===== src/rtl/gated_pulse_counter_if.sv =====
// Bus between the pulse counter and its consumer: enable/pulse in, published count out.
interface gated_pulse_counter_if #(
    parameter int unsigned WIDTH = 7
);
    logic             en;
    logic             pulse_in;
    logic [WIDTH-1:0] validCount;
    logic             valid_stb;
    logic             overflow;

    modport master (
        output en,
        output pulse_in,
        input  validCount,
        input  valid_stb,
        input  overflow
    );

    modport slave (
        input  en,
        input  pulse_in,
        output validCount,
        output valid_stb,
        output overflow
    );
endinterface


===== src/rtl/gated_pulse_counter.sv =====
// Counts synchronized rising edges of pulse_in over fixed gate windows and publishes
// each window's (saturating) count atomically with a one-cycle strobe.
module gated_pulse_counter #(
    parameter int unsigned WIDTH       = 7,
    parameter int unsigned GATE_CYCLES = 1000,
    parameter int unsigned SYNC_STAGES = 2
) (
    input  logic                  clk,
    input  logic                  rst_n,
    gated_pulse_counter_if.slave  bus
);

    localparam int unsigned GateW = $clog2(GATE_CYCLES);
    localparam int unsigned ArmW  = $clog2(SYNC_STAGES + 1);
    // Timer also paces ARM, so it must be wide enough for either use.
    localparam int unsigned TmrW  = (GateW > ArmW) ? GateW : ArmW;

    localparam logic [TmrW-1:0]  TmrLast = TmrW'(GATE_CYCLES - 1);
    localparam logic [TmrW-1:0]  ArmLast = TmrW'(SYNC_STAGES);
    localparam logic [WIDTH-1:0] CntMax  = '1;

    typedef enum logic [1:0] {StIdle, StArm, StCount} state_e;

    state_e                 r_state;
    logic [SYNC_STAGES-1:0] r_sync;
    logic                   r_hist;
    logic [WIDTH-1:0]       r_cnt;
    logic [TmrW-1:0]        r_tmr;
    logic                   r_ovf_w;
    logic [WIDTH-1:0]       r_valid_count;
    logic                   r_valid_stb;
    logic                   r_overflow;

    logic                   w_rise;
    logic                   w_cnt_max;
    logic [WIDTH-1:0]       w_cnt_next;
    logic                   w_ovf_next;

    assign w_rise     = r_sync[SYNC_STAGES-1] & ~r_hist;
    assign w_cnt_max  = (r_cnt == CntMax);
    assign w_cnt_next = (w_rise && !w_cnt_max) ? r_cnt + WIDTH'(1) : r_cnt;
    assign w_ovf_next = r_ovf_w | (w_rise & w_cnt_max);

    always_ff @(posedge clk or negedge rst_n) begin
        if (!rst_n) begin
            r_state       <= StIdle;
            r_sync        <= '0;
            r_hist        <= 1'b0;
            r_cnt         <= '0;
            r_tmr         <= '0;
            r_ovf_w       <= 1'b0;
            r_valid_count <= '0;
            r_valid_stb   <= 1'b0;
            r_overflow    <= 1'b0;
        end else begin
            r_sync      <= {r_sync[SYNC_STAGES-2:0], bus.pulse_in};
            r_hist      <= r_sync[SYNC_STAGES-1];
            r_valid_stb <= 1'b0;
            if (!bus.en) begin
                // Disable discards the partial window; published outputs hold.
                r_state <= StIdle;
                r_cnt   <= '0;
                r_tmr   <= '0;
                r_ovf_w <= 1'b0;
            end else begin
                unique case (r_state)
                    StIdle: begin
                        r_state <= StArm;
                        r_cnt   <= '0;
                        r_tmr   <= '0;
                        r_ovf_w <= 1'b0;
                    end
                    StArm: begin
                        if (r_tmr == ArmLast) begin
                            r_state <= StCount;
                            r_tmr   <= '0;
                            r_cnt   <= '0;
                            r_ovf_w <= 1'b0;
                        end else begin
                            r_tmr <= r_tmr + TmrW'(1);
                        end
                    end
                    StCount: begin
                        if (r_tmr == TmrLast) begin
                            // A rise in the terminal cycle belongs to the closing window.
                            r_valid_count <= w_cnt_next;
                            r_overflow    <= w_ovf_next;
                            r_valid_stb   <= 1'b1;
                            r_cnt         <= '0;
                            r_tmr         <= '0;
                            r_ovf_w       <= 1'b0;
                        end else begin
                            r_cnt   <= w_cnt_next;
                            r_ovf_w <= w_ovf_next;
                            r_tmr   <= r_tmr + TmrW'(1);
                        end
                    end
                    default: r_state <= StIdle;
                endcase
            end
        end
    end

    assign bus.validCount = r_valid_count;
    assign bus.valid_stb  = r_valid_stb;
    assign bus.overflow   = r_overflow;

endmodule


===== src/flat_wrapper.sv =====
// flat-port wrapper written by rule: the top's interface ports become plain ports
module gated_pulse_counter_flat 
#(
    parameter int unsigned WIDTH       = 7,
    parameter int unsigned GATE_CYCLES = 1000,
    parameter int unsigned SYNC_STAGES = 2
)
  (clk, rst_n, bus_en, bus_pulse_in, bus_validCount, bus_valid_stb, bus_overflow);
  gated_pulse_counter_if #(.WIDTH(WIDTH)) bus_i ();
  input  logic clk;
  input  logic rst_n;
  input wire logic [$bits(bus_i.en)-1:0] bus_en;
  input wire logic [$bits(bus_i.pulse_in)-1:0] bus_pulse_in;
  output wire logic [$bits(bus_i.validCount)-1:0] bus_validCount;
  output wire logic [$bits(bus_i.valid_stb)-1:0] bus_valid_stb;
  output wire logic [$bits(bus_i.overflow)-1:0] bus_overflow;
  assign bus_i.en = bus_en;
  assign bus_i.pulse_in = bus_pulse_in;
  assign bus_validCount = bus_i.validCount;
  assign bus_valid_stb = bus_i.valid_stb;
  assign bus_overflow = bus_i.overflow;
  gated_pulse_counter #(.WIDTH(WIDTH), .GATE_CYCLES(GATE_CYCLES), .SYNC_STAGES(SYNC_STAGES)) u_core (.clk(clk), .rst_n(rst_n), .bus(bus_i));
endmodule

===== config.mk =====
export PLATFORM = sky130hd
export DESIGN_NAME = gated_pulse_counter_flat
export DESIGN_NICKNAME = d
export VERILOG_FILES = /design/src/rtl/gated_pulse_counter_if.sv /design/src/rtl/gated_pulse_counter.sv /design/src/flat_wrapper.sv
export SDC_FILE = /design/constraint.sdc
export NUM_CORES = 1
export LEC_CHECK = 0
export ABC_AREA = 1
export CAP_MARGIN = 0
export CORE_MARGIN = 4
export CORE_UTILIZATION = 41
export DETAILED_ROUTE_END_ITERATION = 16
export GPL_TIMING_DRIVEN = 1
export PLACE_DENSITY = 0.72
export REMOVE_ABC_BUFFERS = 1
export SLEW_MARGIN = 25
export SYNTH_ARGS = -nofsm -noshare
export SYNTH_HDL_FRONTEND = slang
export SYNTH_SLANG_ARGS = --single-unit

===== constraint.sdc =====
create_clock -name clk -period 1.6 [get_ports clk]
set_clock_uncertainty 0.1 [all_clocks]
set_input_delay 0.16 -clock clk [delete_from_list [all_inputs] [get_ports clk]]
set_output_delay 0.16 -clock clk [all_outputs]
set_load 0.005 [all_outputs]

==> results of run 1 <==
## flip-flops by register name, indices dropped and copies added, names as in the netlist
register / cells
u_core.bus.overflow: 1
u_core.bus.validCount: 7
u_core.r_ovf_w: 1
u_core.r_hist: 1
u_core.r_state: 2
u_core.r_tmr: 10
u_core.r_cnt: 7
u_core.r_sync: 2
u_core.bus.valid_stb: 1
## per-layer routing
metal / GRT usage (%) / up-vias / wire length, um
met2: 23.9 / 51 / 2270
met3: 3.03 / 8 / 224
met4: 5.83 / 0 / 108
li1: - / 911 / -
met1: 22.4 / 828 / 2100
met5: 0 / - / 0
## synth_stat cells, types with 4 or more instances
cell type   n
o21ai_0     9
nand3_1    21
nand4_1     8
nand2_1    77
nor2_1     27
xor2_1      4
ha_1        7
a31oi_1     4
inv_1      28
nor2_2      4
dfrtp_1    32
a21oi_1     8
## worst paths after layout
path | cells past startpoint | to | startpoint
setup / recovery | 8 | u_core.r_cnt[5] | u_core.r_tmr[0]
hold / removal | 2 | u_core.bus.validCount[0] | rst_n
setup reg to reg | 8 | u_core.r_cnt[5] | u_core.r_tmr[0]
hold reg to reg | 0 | u_core.r_sync[1] | u_core.r_sync[0]
max in group asynchronous | 2 | u_core.r_tmr[1] | rst_n
min in group clk | 1 | u_core.r_sync[0] | bus_pulse_in
## logic make-up (layout without fill, tap and decap cells)
logic type,after synthesis,count (layout),synth area share (%)
adders and majority gates,7,7,4.70
buffers and inverters,32,80,7.32
and+or+nand+nor,146,148,34.3
xor gates and xnor gates,6,6,2.82
AOI/OAI and AO/OA,26,26,7.86
DFF,32,32,43.0
## critical path, cell delays in order, from the launching register on
cell,delay (ps)
dfrtp_1,420
inv_2,100
ha_4,140
inv_2,30
nor3_2,130
nand3_2,170
a21oi_4,250
nand3_1,130
nand2_1,80
## what timing repair did
item	in CTS	in global routing
pin swaps	2	18
cloned	0	2
setup endpoints to repair	28	28
setup buffers	1	5
resized for setup	6	68
## power by group through the flow
stage	registers [mW]	logic [mW]	clock network, mW
floorplan	0.882	0.312	0
global placement	0.884	0.552	0
detailed placement	0.888	0.563	0
CTS	0.871	0.605	0.661
global route	0.892	1.05	0.682
finish	0.887	0.953	0.644
## cell type report
cell class / count / share of cell area [%]
well taps: 52 / 2.47
repair buffers: 43 / 13.8
clock buffers: 5 / 2.62
inverters: 29 / 4.14
flip-flops and latches: 32 / 30.5
clock inverters: 3 / 0.904
multi-input cells: 187 / 45.5
## per-stage QoR
stage          area (sq um)  utilization (%)
2_1_floorplan          1840                -
3_3_place_gp           2210             50.4
3_5_place_dp           2210             50.4
4_1_cts                2330             53.1
5_1_grt                2630             60.0
6_report               2630             60.0
==> metrics.md, run 1 <==
| Metric | Value |
|---|---|
| Primary FF master, synth | dfrtp_1 |
| Most frequent cells in the layout | nand2_1, dfrtp_1, buf_4, inv_1, nor2_1 |
| Int Power | 1.56 mW |
| Synth top area share | 43.0% |
| Largest area contributor in the netlist | dfrtp_1 |
| Syn Area/Cell | 7.48 sq um |
| Number of port buffers | 12 |
| Top cells by area, synth | dfrtp_1, nand2_1, inv_1 |
| Critical Path RT | 1730 ps |
| Via-to-Cell Ratio | 5.12 |
| Finished Layout Cells | 351 |
| Startpoint Class | flip-flop |
| Die height | 75.4 um |
| Worst slew pin tran | 408 ps |
| Setup tns final | 0 ps |
| Die Area | 5690 sq um |
| Slew margin rel. | 72.8% |
| Ant diodes | 0 |
| Die span in x | 75.4 um |
| PD cells | 944 nW/um^2 |
| Detailed Routing Iterations Pass 1 | 4 |
| Outcome | finished, final reports clean |
| Library cells used by synthesis | 27 |
| Clock network fraction of total power | 25.9% |
| FILL cells | 362 |
| LEAKAGE | 1.22 nW |
| Sequential Area | 802 sq um |
| Most common cell after layout, fill and taps aside | nand2_1 |
| Core area | 4380 sq um |
| Reg-to-reg slack, setup | 10 ps |
| Area Growth Syn to Fin | 41.2% |
| Initial antenna violation count | 0 |
| Share of layout cells above drive strength 1 | 33.4% |
| Total power | 2.48 mW |
| Worst-path clk slew | 80 ps |
| Mapped cell area | 1860 sq um |
| Detailed-route via count | 1,798 |
| Setup violators final | 0 |
| Min Clock Period, post-route | 1590 ps |
| First-pass GRT wire length | 6820 um |
| Final wirelength | 4700 um |
| Seq pwr share | 35.7% |
| GR Overflow Total | 0 |
| Final #Nets | 309 |
| Switching power | 0.920 mW |
| Sequential area share after synthesis | 43.0% |
| Hold WS | 155 ps |
| CP arrival | 1720 ps |
| Synthesized flop and latch total | 32 |
| Area of the multi-input gates | 1200 sq um |
| Yosys warns | 0 |
| Sw Ratio | 37.0% |
| Largest net degree at the start of global routing | 33 |
| Sink Count | 32 |
| Final Slew Violations | 0 |
| Max-capacitance violation count | 0 |
| Clock Latency Late Sink | 290 ps |
| Final period utilization | 99.3% |
| CTS root buf | clkbuf_8 |
| Number of global-route vias before repair | 1,521 |
| GP Congestion | 0.893 |
| Hold Path Class | input port to async pin |
| Max Clock Freq | 629 MHz |
| Post-route ant nets | 0 |
| Dpl hpwl | 3040 um |
| Worst IR drop on VDD | 0.971 mV |
| Max H-tree Level | 2 |
| Hold-fix buffers, CTS | 0 |
| Setup Crit Path Kind | flip-flop to flip-flop |
| # DRC | 0 |
| DR WL/cell | 13.4 um |
| Starting density of the core | 42.5% |
| Cell count after synthesis | 249 |
| Io pins | 13 |
| Initial DRC count | 162 |
| CP endpoint kind | flip-flop |
| Combinational power share | 38.4% |
| Async SR Flop Fraction | 100% |
| Total CTS buffers | 5 |
| Final worst slack | 10.4 ps |
| Placed insts | 335 |
| Peak fanout along the critical path | 6 |
| CTS tree | yes |
| Longest Clk Path Bufs | 2 |
| Final Hold Vio Count | 0 |
| Setup Slack @ Placement | -61.6 ps |
| All-layer global routing usage | 15.8% |
| Post-synth EDFFs | 0 |
| Setup repair after global routing missed its margin | yes |
| Placement row count | 24 |
Power figures use the tool's default switching activity.
==> run 2: changes to the inputs <==
--- a/config.mk
+++ b/config.mk
@@ -6,6 +6,7 @@
 export NUM_CORES = 1
 export LEC_CHECK = 0
 export ABC_AREA = 1
+export ABC_CLOCK_PERIOD_IN_PS = 1600
 export CAP_MARGIN = 0
 export CORE_MARGIN = 4
 export CORE_UTILIZATION = 41
==> results of run 2 <==
Final layout, timing and power as in run 1 (identical DEF).
